`config.mk`:
```
export PLATFORM = sky130hd
export DESIGN_NAME = score_packer_flat
export DESIGN_NICKNAME = d
export VERILOG_FILES = /design/src/rtl/fnn_pkg.sv /design/src/rtl/score_packer_if.sv /design/src/rtl/score_packer.sv /design/src/flat_wrapper.sv
export SDC_FILE = /design/constraint.sdc
export NUM_CORES = 1
export LEC_CHECK = 0
export BUFFER_PORTS_ARGS = -buffer_cell sky130_fd_sc_hd__buf_2
export CORE_MARGIN = 2
export CORE_UTILIZATION = 43
export CTS_BUF_LIST = sky130_fd_sc_hd__clkbuf_4
export DETAILED_ROUTE_END_ITERATION = 7
export HOLD_SLACK_MARGIN = 0.12
export PLACE_DENSITY_LB_ADDON = 0.3
export REMOVE_ABC_BUFFERS = 1
export SLEW_MARGIN = 30
export SYNTH_ARGS = -nofsm -noshare
export SYNTH_HDL_FRONTEND = slang
export SYNTH_SLANG_ARGS = --single-unit
```
`constraint.sdc`:
```
create_clock -name clk -period 1.5 [get_ports clk]
set_input_delay 0.3 -clock clk [delete_from_list [all_inputs] [get_ports clk]]
set_output_delay 0.3 -clock clk [all_outputs]
set_load 0.005 [all_outputs]
```
`src/rtl/fnn_pkg.sv`:
```
// Shared types and sizes for the output-layer score path (packer and argmax).
package fnn_pkg;

    localparam int unsigned NUM_OUT = 10;
    localparam int unsigned DATA_W  = 8;
    localparam int unsigned VEC_W   = NUM_OUT * DATA_W;
    localparam int unsigned CNT_W   = $clog2(NUM_OUT);

    typedef logic [DATA_W-1:0] score_t;
    typedef logic [VEC_W-1:0]  score_vec_t;

    typedef enum logic {
        COLLECT = 1'b0,
        HOLD    = 1'b1
    } pack_state_t;

endpackage

```
`src/rtl/score_packer_if.sv`:
```
// Score stream in, packed score vector out. The master modport is the packer side.
interface score_packer_if;
    import fnn_pkg::*;

    logic       in_valid;
    logic       in_ready;
    score_t     in_data;
    logic       in_last;
    logic       out_valid;
    logic       out_ready;
    score_vec_t out_vec;
    logic       frame_err;

    modport master (
        input  in_valid, in_data, in_last, out_ready,
        output in_ready, out_valid, out_vec, frame_err
    );

    modport slave (
        output in_valid, in_data, in_last, out_ready,
        input  in_ready, out_valid, out_vec, frame_err
    );
endinterface

```
`src/rtl/score_packer.sv`:
```
// Packs NUM_OUT serial score beats into one vector for the argmax stage.
// Define SCORE_PACKER_RELU_EN to clamp negative (two's-complement) scores to zero.
module score_packer
    import fnn_pkg::*;
(
    input  logic           clk,
    input  logic           rst_n,
    score_packer_if.master bus
);

    pack_state_t      state_q, state_d;
    logic [CNT_W-1:0] cnt_q, cnt_d;
    score_vec_t       vec_q, vec_d;
    logic             err_q, err_d;
    score_t           beat;

    always_ff @(posedge clk or negedge rst_n) begin
        if (!rst_n) begin
            state_q <= COLLECT;
            cnt_q   <= '0;
            vec_q   <= '0;
            err_q   <= 1'b0;
        end else begin
            state_q <= state_d;
            cnt_q   <= cnt_d;
            vec_q   <= vec_d;
            err_q   <= err_d;
        end
    end

    always_comb begin
        state_d = state_q;
        cnt_d   = cnt_q;
        vec_d   = vec_q;
        err_d   = 1'b0;
`ifdef SCORE_PACKER_RELU_EN
        beat    = bus.in_data[DATA_W-1] ? '0 : bus.in_data;
`else
        beat    = bus.in_data;
`endif
        case (state_q)
            COLLECT: begin
                if (bus.in_valid) begin
                    for (int k = 0; k < int'(NUM_OUT); k++) begin
                        if (cnt_q == CNT_W'(k)) vec_d[k*DATA_W +: DATA_W] = beat;
                    end
                    // Last slot always emits; a missing in_last flags a long frame.
                    if (cnt_q == CNT_W'(NUM_OUT - 1)) begin
                        cnt_d   = '0;
                        state_d = HOLD;
                        err_d   = ~bus.in_last;
                    end else if (bus.in_last) begin
                        cnt_d = '0;
                        err_d = 1'b1;
                    end else begin
                        cnt_d = cnt_q + CNT_W'(1);
                    end
                end
            end
            HOLD: begin
                if (bus.out_ready) state_d = COLLECT;
            end
            default: state_d = COLLECT;
        endcase
    end

    assign bus.in_ready  = (state_q == COLLECT);
    assign bus.out_valid = (state_q == HOLD);
    assign bus.out_vec   = vec_q;
    assign bus.frame_err = err_q;

endmodule

```
`src/flat_wrapper.sv`:
```
// flat-port wrapper written by rule: the top's interface ports become plain ports
module score_packer_flat import fnn_pkg::*;
  (clk, rst_n, bus_in_valid, bus_in_data, bus_in_last, bus_out_ready, bus_in_ready, bus_out_valid, bus_out_vec, bus_frame_err);
  score_packer_if bus_i ();
  input  logic clk;
  input  logic rst_n;
  input wire logic [$bits(bus_i.in_valid)-1:0] bus_in_valid;
  input wire logic [$bits(bus_i.in_data)-1:0] bus_in_data;
  input wire logic [$bits(bus_i.in_last)-1:0] bus_in_last;
  input wire logic [$bits(bus_i.out_ready)-1:0] bus_out_ready;
  output wire logic [$bits(bus_i.in_ready)-1:0] bus_in_ready;
  output wire logic [$bits(bus_i.out_valid)-1:0] bus_out_valid;
  output wire logic [$bits(bus_i.out_vec)-1:0] bus_out_vec;
  output wire logic [$bits(bus_i.frame_err)-1:0] bus_frame_err;
  assign bus_i.in_valid = bus_in_valid;
  assign bus_i.in_data = bus_in_data;
  assign bus_i.in_last = bus_in_last;
  assign bus_i.out_ready = bus_out_ready;
  assign bus_in_ready = bus_i.in_ready;
  assign bus_out_valid = bus_i.out_valid;
  assign bus_out_vec = bus_i.out_vec;
  assign bus_frame_err = bus_i.frame_err;
  score_packer u_core (.clk(clk), .rst_n(rst_n), .bus(bus_i));
endmodule
```
==> metrics.cfg <==
[timing]
relSlewSlack_pct = 75.5
max_freq_mhz = 648
worst_slack_ps = -43.2
setup_viol = 16
hold_ws_ps = 215
period_share_pct = 103
slew_viol_final = 0
rsz0062_at_grt = yes
worst_pin_slew_ps = 366
fin_skew_ps = 15.8
finalHoldViolCount = 0
period_minus_slack_ps = 1540

[die]
dieWidth_um = 93.6
core_um2 = 7770
pin_count = 96
dieArea_um2 = 8750
die_h_um = 93.6
initial_core_util_pct = 44.4
rows = 32

[routing]
vias_per_cell = 5.04
wl_per_cell_um = 17.0
ant_nets = 0
vias = 2223
drt_pass1_iterations = 4
drc = 0
drtIter0Drc = 59
drt-total-wl_mm = 7.48

[power]
p_per_area_nw_per_um2 = 1450
power_leakage_nw = 2.29
ir_worst_vdd_uv = 827

[global_route]
grt_pass1_wl_mm = 11.7
antenna_found_initial = 0
gr-max-usage-layer = met2
use_met1_pct = 22.8
use_met3_pct = 4.75
met2_usage_pct = 29.4
grt_use_total_pct = 17.7
grt_max_degree = 44
grt.overflow.total = 0
grt_pass1_vias = 2216

[synthesis]
synthCells = 222
synth_common_cells = 86 x dfrtp_1, 80 x mux2_2, 8 x buf_1
synth_edf_count = 0
ys_top_cells_by_area = dfrtp_1 62%, mux2_2 26%, ha_1 1.5%
syn_avg_cell_area_um2 = 15.5
synth-async-reset-ratio_pct = 100
synth.cell_area_um2 = 3450
synth_ff_type = dfrtp_1
yosysMostFrequentCell = dfrtp_1
yosysWarnings = 0
synth_cell_type_count = 29
synth_top_area_share_pct = 62.4
ys_seq_elements = 86
ys_seq_area_share_pct = 62.4
synth_top_cell_by_area = dfrtp_1

[finish]
drive_above_1_share_pct = 68.1
design_area_um2 = 4440
multi_input_area_um2 = 1310
fin_nets = 351
fin_cells = 441
layout.area.seq_um2 = 2160
fillers = 672
antenna_cells = 0
area_growth_pct = 28.8

[clock_tree]
cts.path.max_buffers = 2
clkTransAtPathRegs_ps = 120
clock_sinks = 86
cts-root-buf = clkbuf_4
cts_max_level = 3
cts_made_buffers = 9
tritoncts = done
clk_latency_ps = 430

[critical_path]
crit_required_ps = 1820
critPathMaxFanout = 8
worst-setup-path-type = reg -> reg
start_kind = register
end_kind = register
r2r_start = u_core.cnt_q[0]$_DFFE_PN0P_
critPathArrivalTime_ps = 1860
crit_start = u_core.cnt_q[0]$_DFFE_PN0P_

[place]
dp_hpwl_mm = 5.22
routabilityCongestion = 0.811
place_area_um2 = 4150
port_buffers = 95
place_inst = 420

[status]
status = finished, violations left
violations = setup timing

[hold_path]
min-delay-start = bus_in_valid
hold_path_class = in -> reg

[job]
timing.max_cap.violations = 0

final timing paths:
path                                                           end  slack [ps]  cells past startpoint
worst min register to register  u_core.bus.out_vec[34]$_DFFE_PN0P_         510                      1
min in group asynchronous       u_core.bus.out_vec[24]$_DFFE_PN0P_         260                      2
worst max register to register  u_core.bus.out_vec[30]$_DFFE_PN0P_         -40                      4
max in group asynchronous       u_core.bus.out_vec[15]$_DFFE_PN0P_         720                      3
worst min-delay path                u_core.bus.frame_err$_DFF_PN0_         220                      3
worst max-delay path            u_core.bus.out_vec[30]$_DFFE_PN0P_         -40                      4
stage by stage:
step                total power [mW]  setup slack (ps)  setup TNS [ps]  util (%)
floorplan                       4.11              -264           -7680         -
global placement                5.03             -59.7           -2010      53.4
detailed placement              5.08             -75.2           -2630      53.4
CTS                             6.47             -47.3           -1000      56.4
global route                    6.80             -71.9           -1520      57.2
finish                          6.42             -43.2            -327      57.2
worst max-delay path: stages, from the launching register on:
cell and delay (ps):
dfrtp_2 470, ha_2 220, nor2b_2 160, nand2_2 230, mux2_2 370
placed cells by master, fill, tap and decap left out, types with 2 or more instances in the layout:
master         count
and3_4             2
dlygate4sd3_1      2
clkbuf_4          13
dfrtp_1           83
buf_12             5
nand3_4            4
nor2b_1            2
inv_2              3
clkinvlp_4         2
ha_4               3
buf_2             94
mux2_4             2
dfrtp_2            3
mux2_2            78
nor2_1             3
nor2b_2            2
nand2_1            2
o21ai_0            2
buf_4             14
registers in the layout (all words and copies together), names as in the netlist:
name                  flops
u_core.bus.out_vec       80
u_core.cnt_q              4
u_core.bus.frame_err      1
u_core.bus.out_valid      1
routing by layer:
layer  vias up  share of wire [%]
met5         -                  0
met4         0                1.1
met1      1142                 43
met2        66                 50
met3         8                6.0
li1       1007                  -
report_power, final:
group	total, mW	internal, mW	switching (mW)
clock	1.33	0.585	0.748
combinational	1.77	1.06	0.705
sequential	3.32	2.98	0.332
total	6.42	4.63	1.79
cell type report:
class	count	share of cell area (%)
inverter	3	0.254
clock inverter	3	1.01
clock buffer	13	2.20
timing repair buffer	115	15.7
tap	102	2.87
sequential	86	48.5
multi-input combinational	119	29.5
kinds of logic (layout without fill, tap and decap cells):
logic type / Yosys count / in the layout / share of synthesized area [%]
compound gates: 6 / 6 / 1.20
flops: 86 / 86 / 62.4
fa+ha+maj: 4 / 4 / 1.45
simple gates: 28 / 28 / 5.99
buf+inv: 17 / 134 / 2.61
mux: 80 / 80 / 26.1
xor+xnor: 1 / 1 / 0.254
timing repair:
item / in CTS / in global routing
resized for setup: 11 / 13
buffers inserted: 3 / 0
pin swaps: 1 / 0
hold buffers: 2 / 0
endpoints found under the hold margin: 87 / 0
endpoints found under the setup margin: 68 / 75
No activity file was read; power rests on OpenSTA's default activity.
